## config.mk

```make
export PLATFORM = sky130hd
export DESIGN_NAME = multicycle_sequencer
export DESIGN_NICKNAME = d
export VERILOG_FILES = /design/src/rtl/multicycle_sequencer.sv
export SDC_FILE = /design/constraint.sdc
export NUM_CORES = 1
export LEC_CHECK = 0
export CELL_PAD_IN_SITES_DETAIL_PLACEMENT = 2
export CELL_PAD_IN_SITES_GLOBAL_PLACEMENT = 2
export CORE_MARGIN = 2
export CORE_UTILIZATION = 34
export CTS_BUF_LIST = sky130_fd_sc_hd__clkbuf_8
export DETAILED_ROUTE_END_ITERATION = 10
export GPL_TIMING_DRIVEN = 0
export HOLD_SLACK_MARGIN = 0.08
export PLACE_DENSITY = 0.95
export SLEW_MARGIN = 40
export SYNTH_ARGS = -nofsm -noshare
export SYNTH_HDL_FRONTEND = slang
export SYNTH_SLANG_ARGS = --single-unit
export TNS_END_PERCENT = 100
```

## constraint.sdc

```tcl
create_clock -name clk -period 4.9 [get_ports clk]
set_clock_uncertainty 0.2 [all_clocks]
set_input_delay 0.98 -clock clk [delete_from_list [all_inputs] [get_ports clk]]
set_output_delay 0.98 -clock clk [all_outputs]
set_load 0.02 [all_outputs]
```

## src/rtl/multicycle_sequencer.sv

```systemverilog
// Multi-cycle control sequencer: walks each instruction through
// IDLE/FETCH/DECODE/EXEC/MEM/WB and drives datapath and memory controls.
// Moore outputs are registered from the next state so they line up with
// the state register. The FETCH load strobes and branch_taken are Mealy.
module multicycle_sequencer #(
    parameter int CNT_W = 16
) (
    input  logic             clk,
    input  logic             reset,
    input  logic             run,
    input  logic [5:0]       opcode,
    input  logic             zero,
    input  logic             mem_ack,
    output logic             mem_req,
    output logic             mem_we,
    output logic             iorD,
    output logic             ir_write,
    output logic             pc_write,
    output logic             branch_taken,
    output logic             reg_Write,
    output logic [1:0]       reg_Dest,
    output logic [1:0]       memtoReg,
    output logic [1:0]       aluop,
    output logic             alu_Source,
    output logic [2:0]       state,
    output logic             illegal,
    output logic [CNT_W-1:0] retired
);

    typedef enum logic [2:0] {
        S_IDLE   = 3'd0,
        S_FETCH  = 3'd1,
        S_DECODE = 3'd2,
        S_EXEC   = 3'd3,
        S_MEM    = 3'd4,
        S_WB     = 3'd5
    } state_t;

    localparam logic [5:0] OP_R    = 6'd0;
    localparam logic [5:0] OP_LW   = 6'd4;
    localparam logic [5:0] OP_SW   = 6'd5;
    localparam logic [5:0] OP_BEQ  = 6'd6;
    localparam logic [5:0] OP_ADDI = 6'd7;

    state_t     state_q, nxt;
    logic [5:0] op_q, op_nxt;
    logic       retire, op_legal;
    logic       mem_req_d, mem_we_d, iorD_d, reg_Write_d, alu_Source_d;
    logic [1:0] reg_Dest_d, memtoReg_d, aluop_d;

    assign op_legal = (op_q == OP_R) || (op_q == OP_LW) || (op_q == OP_SW) ||
                      (op_q == OP_BEQ) || (op_q == OP_ADDI);

    // Next state plus the Moore output values that go with it
    always_comb begin
        nxt          = state_q;
        retire       = 1'b0;
        op_nxt       = (state_q == S_DECODE) ? opcode : op_q;
        mem_req_d    = 1'b0;
        mem_we_d     = 1'b0;
        iorD_d       = 1'b0;
        reg_Write_d  = 1'b0;
        reg_Dest_d   = 2'b00;
        memtoReg_d   = 2'b00;
        aluop_d      = 2'b00;
        alu_Source_d = 1'b0;

        case (state_q)
            S_IDLE:   if (run) nxt = S_FETCH;
            S_FETCH:  if (mem_ack) nxt = S_DECODE;
            S_DECODE: nxt = S_EXEC;
            S_EXEC: begin
                if (op_q == OP_R || op_q == OP_ADDI)      nxt = S_WB;
                else if (op_q == OP_LW || op_q == OP_SW) nxt = S_MEM;
                else                                     retire = 1'b1;
            end
            S_MEM: begin
                if (mem_ack) begin
                    if (op_q == OP_SW) retire = 1'b1;
                    else               nxt = S_WB;
                end
            end
            S_WB:     retire = 1'b1;
            default:  nxt = S_IDLE;
        endcase

        // run only matters at the instruction boundary
        if (retire) nxt = run ? S_FETCH : S_IDLE;

        case (nxt)
            S_FETCH: begin
                mem_req_d = 1'b1;
                aluop_d   = 2'b11;
            end
            S_EXEC: begin
                if (op_nxt == OP_LW || op_nxt == OP_SW || op_nxt == OP_ADDI) begin
                    aluop_d      = 2'b11;
                    alu_Source_d = 1'b1;
                end else if (op_nxt == OP_BEQ) begin
                    aluop_d = 2'b01;
                end
            end
            S_MEM: begin
                mem_req_d    = 1'b1;
                mem_we_d     = (op_nxt == OP_SW);
                iorD_d       = 1'b1;
                aluop_d      = 2'b11;
                alu_Source_d = 1'b1;
            end
            S_WB: begin
                reg_Write_d = 1'b1;
                reg_Dest_d  = (op_nxt == OP_R)  ? 2'b01 : 2'b00;
                memtoReg_d  = (op_nxt == OP_LW) ? 2'b01 : 2'b00;
            end
            default: ;
        endcase
    end

    // State, latched opcode, status and registered Moore outputs
    always_ff @(posedge clk or negedge reset) begin
        if (!reset) begin
            state_q    <= S_IDLE;
            op_q       <= 6'd0;
            illegal    <= 1'b0;
            retired    <= '0;
            mem_req    <= 1'b0;
            mem_we     <= 1'b0;
            iorD       <= 1'b0;
            reg_Write  <= 1'b0;
            reg_Dest   <= 2'b00;
            memtoReg   <= 2'b00;
            aluop      <= 2'b00;
            alu_Source <= 1'b0;
        end else begin
            state_q    <= nxt;
            op_q       <= op_nxt;
            if (state_q == S_EXEC && !op_legal) illegal <= 1'b1;
            if (retire && op_legal)             retired <= retired + CNT_W'(1);
            mem_req    <= mem_req_d;
            mem_we     <= mem_we_d;
            iorD       <= iorD_d;
            reg_Write  <= reg_Write_d;
            reg_Dest   <= reg_Dest_d;
            memtoReg   <= memtoReg_d;
            aluop      <= aluop_d;
            alu_Source <= alu_Source_d;
        end
    end

    // Mealy strobes respond to the handshake / flag in the same cycle
    assign ir_write     = (state_q == S_FETCH) && mem_ack;
    assign pc_write     = (state_q == S_FETCH) && mem_ack;
    assign branch_taken = (state_q == S_EXEC) && (op_q == OP_BEQ) && zero;
    assign state        = state_q;

endmodule

```

# After elaboration in Yosys (flattened, before gate mapping)
# Index checks and enable logic that the tools add are counted.
# totals
regBits	37
latchBits	0
mem_bits_rw	0
mem_bits_ro	0
in_bits	11
n_memories	0
# classes
add_sub_neg	1
n_mul	0
n_div	0
n_lt_le_gt_ge	0
n_eq_ne	17
shifts	0
muxes	28
bitwise	0
n_reduce_logical	18
# op_table
cell	n
$eq A6 B3 Y1 const B	8
$mux W3	7
$pmux W3 S6	1
$add A16 B1 Y16 const B	1
$mux W1	15
$eq A3 B3 Y1 const B	4
$logic_not A6 Y1	2
$eq A3 B2 Y1 const B	3
$logic_or A1 B1 Y1	8
$eq A3 B1 Y1 const B	2
$mux W6	1
$logic_and A1 B1 Y1	5
$pmux W2 S2	1
$logic_not A3 Y1	1
$pmux W1 S3	1
$mux W2	1
$pmux W1 S2	1
$reduce_or A2 Y1	1
$logic_not A1 Y1	1

# Logic depth before layout (Yosys ltp)
# logic_depth
word_depth	9
mapped_depth	7
mapped_depth_nobuf	6

# Worst setup path before layout
# No wires, ideal clock.
# synth_timing
path_type	input-to-output
start	input mem_ack
end	output pc_write
t_arrival_ns	2.053
path_slack_ns	1.667
stages	2
n_path_buf	1
path_cell_list	nor4bb_1 -> buf_4
# synth_between
elab_chain_cells	1
# synth_rtl
element	line_no	source
start, declared	13	input logic mem_ack,
$logic_and A1 B1 Y1	152	assign pc_write = (state_q == S_FETCH) && mem_ack;
end, declared	18	output logic pc_write,
# No other way between the ends.

# Worst setup path after layout
# Ends and elaborated chain as after synthesis.

==> results by group <==
Worst hold path
  • HP Class: reg -> reg
  • Hold wc startpoint: retired[15]
  • Hold path cells: 1

Synth
  • Seq cells post-synth: 35
  • FFs w/ async S/R, synth: 100.0%
  • Post-Syn Area per Cell: between 10 and 15 um^2
  • Top cells by area, synth: dfrtp_1 51%, xor2_1 7.2%, mux2i_1 4.7%
  • Mapped Cells: approximately 150
  • Synth top area share: ~50%
  • Main synth FF type: dfrtp_1
  • Number of flops mapped to enable cells by yosys: 0
  • Top-count cell post-synth: dfrtp_1
  • Register area share after synthesis: just over 50%
  • Area leader, netlist: dfrtp_1
  • Count of different cell masters after synthesis: between 40 and 50
  • Mapped Area: ~1700 um^2
  • Yosys warning count: 0
  • Commonest cells post-synth: 35 x dfrtp_1, 14 x xor2_1, 11 x nor3_1

Critical path
  • Crit path launch: mem_ack
  • CP Data Arrival Time: around 2800 ps
  • CP Capture Type: output pin
  • CP required: between 3000 and 4000 ps
  • Worst setup SP type: input pin
  • Worst Path Max Fanout: 3
  • CP most frequent cell: clkdlybuf4s50_1
  • Reg2Reg Depth: 6
  • Highest cell delay on the worst timing path: around 600 ps
  • Cell chain of the critical path: clkdlybuf4s50_1 > nor4bb_1 > buf_4 > clkdlybuf4s50_1
  • R2R Path Start: op_q[3]
  • Slowest library cell on the worst path: clkdlybuf4s50_1
  • Crit Path Class: in -> out

Timing
  • Final hold viol count: 0
  • Min Hold Slack: between 200 and 300 ps
  • Fmax: 0.2490 GHz
  • Setup TNS: 0 ps
  • Unrepaired setup endpoints after global routing: no
  • Worst-Margin Slew: approximately 640 ps
  • Slew margin rel.: 56.79%
  • Period utilization: 81.97%
  • Max-slew violation count: 0
  • Min Tclk post-route: 4017 ps
  • Setup Viol. Count Final: 0

Placement
  • IO buf count: 42
  • Post-DP Area: approximately 2200 um^2
  • GPL Wtd Cong: ~0.76
  • DP HPWL: roughly 3800 um
  • Inst Count DP: between 200 and 300

Clock tree
  • CTS Hold Bufs: 0
  • Clock Latency Late Sink: ~300 ps
  • Cts bufs inserted: 5
  • Clock Tree Root: clkbuf_8
  • CTS clock-pin slew for the worst setup and hold paths: about 80 ps
  • Post-CTS setup buffers: 0
  • Clock Tree Buf Depth: 2
  • CTS tree: built
  • PostCTS Resize Cnt: 0
  • H-tree levels: 2
  • Clock sinks: 35

Finish
  • Fin util: between 40% and 50%
  • Finished Layout Cells: ~270
  • Post-route design area: ~2400 um^2
  • Area growth syn-to-layout: 38.96%
  • Final #Nets: about 220
  • Ant diodes: 0
  • Layout cells sized above 1: 13.11%

Floorplan
  • I/O pin total: 45
  • Total core area: roughly 4800 um^2
  • Die Span Y: around 75 um
  • # rows: 25
  • Initial core utilization: 35.76%
  • Die Span X: 74.95 um
  • Full die area: about 5600 um^2

Power
  • Pleak: between 1 and 1.5 nW
  • PD cells: ~540 nW/um^2
  • Worst VDD drop: roughly 0.29 mV

Run
  • Max_cap viols: 0

Detailed routing
  • Initial DRC Count: 85
  • Vias after detailed routing: about 1500
  • Post-DRT Antenna Nets: 0
  • Final WL: ~6000 um
  • DR WL/cell: approximately 21 um
  • Vias per std cell: about 5.3
  • Remaining DRCs: 0
  • Detailed Routing Iterations Pass 1: 4

GRT
  • First-pass GRT wire length: just over 9000 um
  • Number of global-route vias before repair: between 1500 and 2000
  • Global Route Usage Sum: 23.35%
  • Initial antenna violation count: 0
  • GRT Residual Overflow: 0
  • Largest net degree at the start of global routing: 23

Status
  • Status: completed
[critical path, delay by kind of cell]
kind | cells | cell delay, ps
and+or+nand+nor | 1 | 540
buffers and inverters | 3 | 1320
[routing by layer]
metal,vias up,global-route usage (%),part of all wire (%)
li1,638,-,-
met1,755,27.94,41
met2,48,38.79,50
met3,19,5.355,4.3
met4,0,12.90,3.9
met5,-,0,0
[sequential cells by signal, indices dropped and copies added (netlist names)]
name and count:
mem_req 1, reg_Dest 1, illegal 1, iorD 1
aluop 2, retired 16, mem_we 1, reg_Write 1
state 3, alu_Source 1, memtoReg 1, op_q 6
[worst paths after layout]
kind | endpoint | slack [ps]
worst max-delay path | pc_write | 880
worst min-delay path | retired[15] | 270
worst max register to register | reg_Dest[0] | 2260
worst min register to register | retired[15] | 270
max in group asynchronous | reg_Dest[0] | 3680
min in group asynchronous | retired[3] | 380
[per-stage QoR]
stage,setup slack [ps],power (mW)
finish,883.2,1.276
global route,784.1,1.340
CTS,889.3,1.287
detailed placement,1011,0.9278
global placement,1044,0.8957
floorplan,1667,0.7292
[kinds of logic (layout without fill, tap and decap cells)]
group	after synthesis	in the layout	synth area share (%)
AND/OR/NAND/NOR	60	60	21.05
flip-flops	35	35	51.17
XOR/XNOR	15	15	7.676
buffers and inverters	15	66	4.240
AO/OA/AOI/OAI	14	14	6.798
multiplexers	13	13	8.114
adder cells (fa/ha/maj)	1	1	0.7309
other	1	2	0.2191
[report_power, final]
group	switching, mW	leakage (nW)	total, mW	internal [mW]
clock	0.122	0.0644	0.325	0.203
combinational	0.307	0.568	0.518	0.211
sequential	0.0796	0.452	0.433	0.353
total	0.509	1.08	1.28	0.767
[area by class of cell]
cell class                 count  area, um^2
buffer                         7       40.04
clock buffer                   5       68.82
clock inverter                 3       67.56
fill                         493        2407
inverter                       8       32.53
multi-input combinational    105       767.0
sequential                    35       875.8
tap                           67       83.83
timing repair buffer          43       442.9
[cell usage in the layout (no fill, tap or decap), types with 4 or more instances in the layout]
cell type / instances
clkbuf_8: 5
clkdlybuf4s50_1: 41
dfrtp_1: 35
inv_1: 7
mux2_2: 4
mux2i_1: 8
nand2_1: 8
nand4_1: 6
nor2_1: 10
nor3_1: 11
xor2_1: 14
Note: power is estimated with default switching activity, not from simulation.
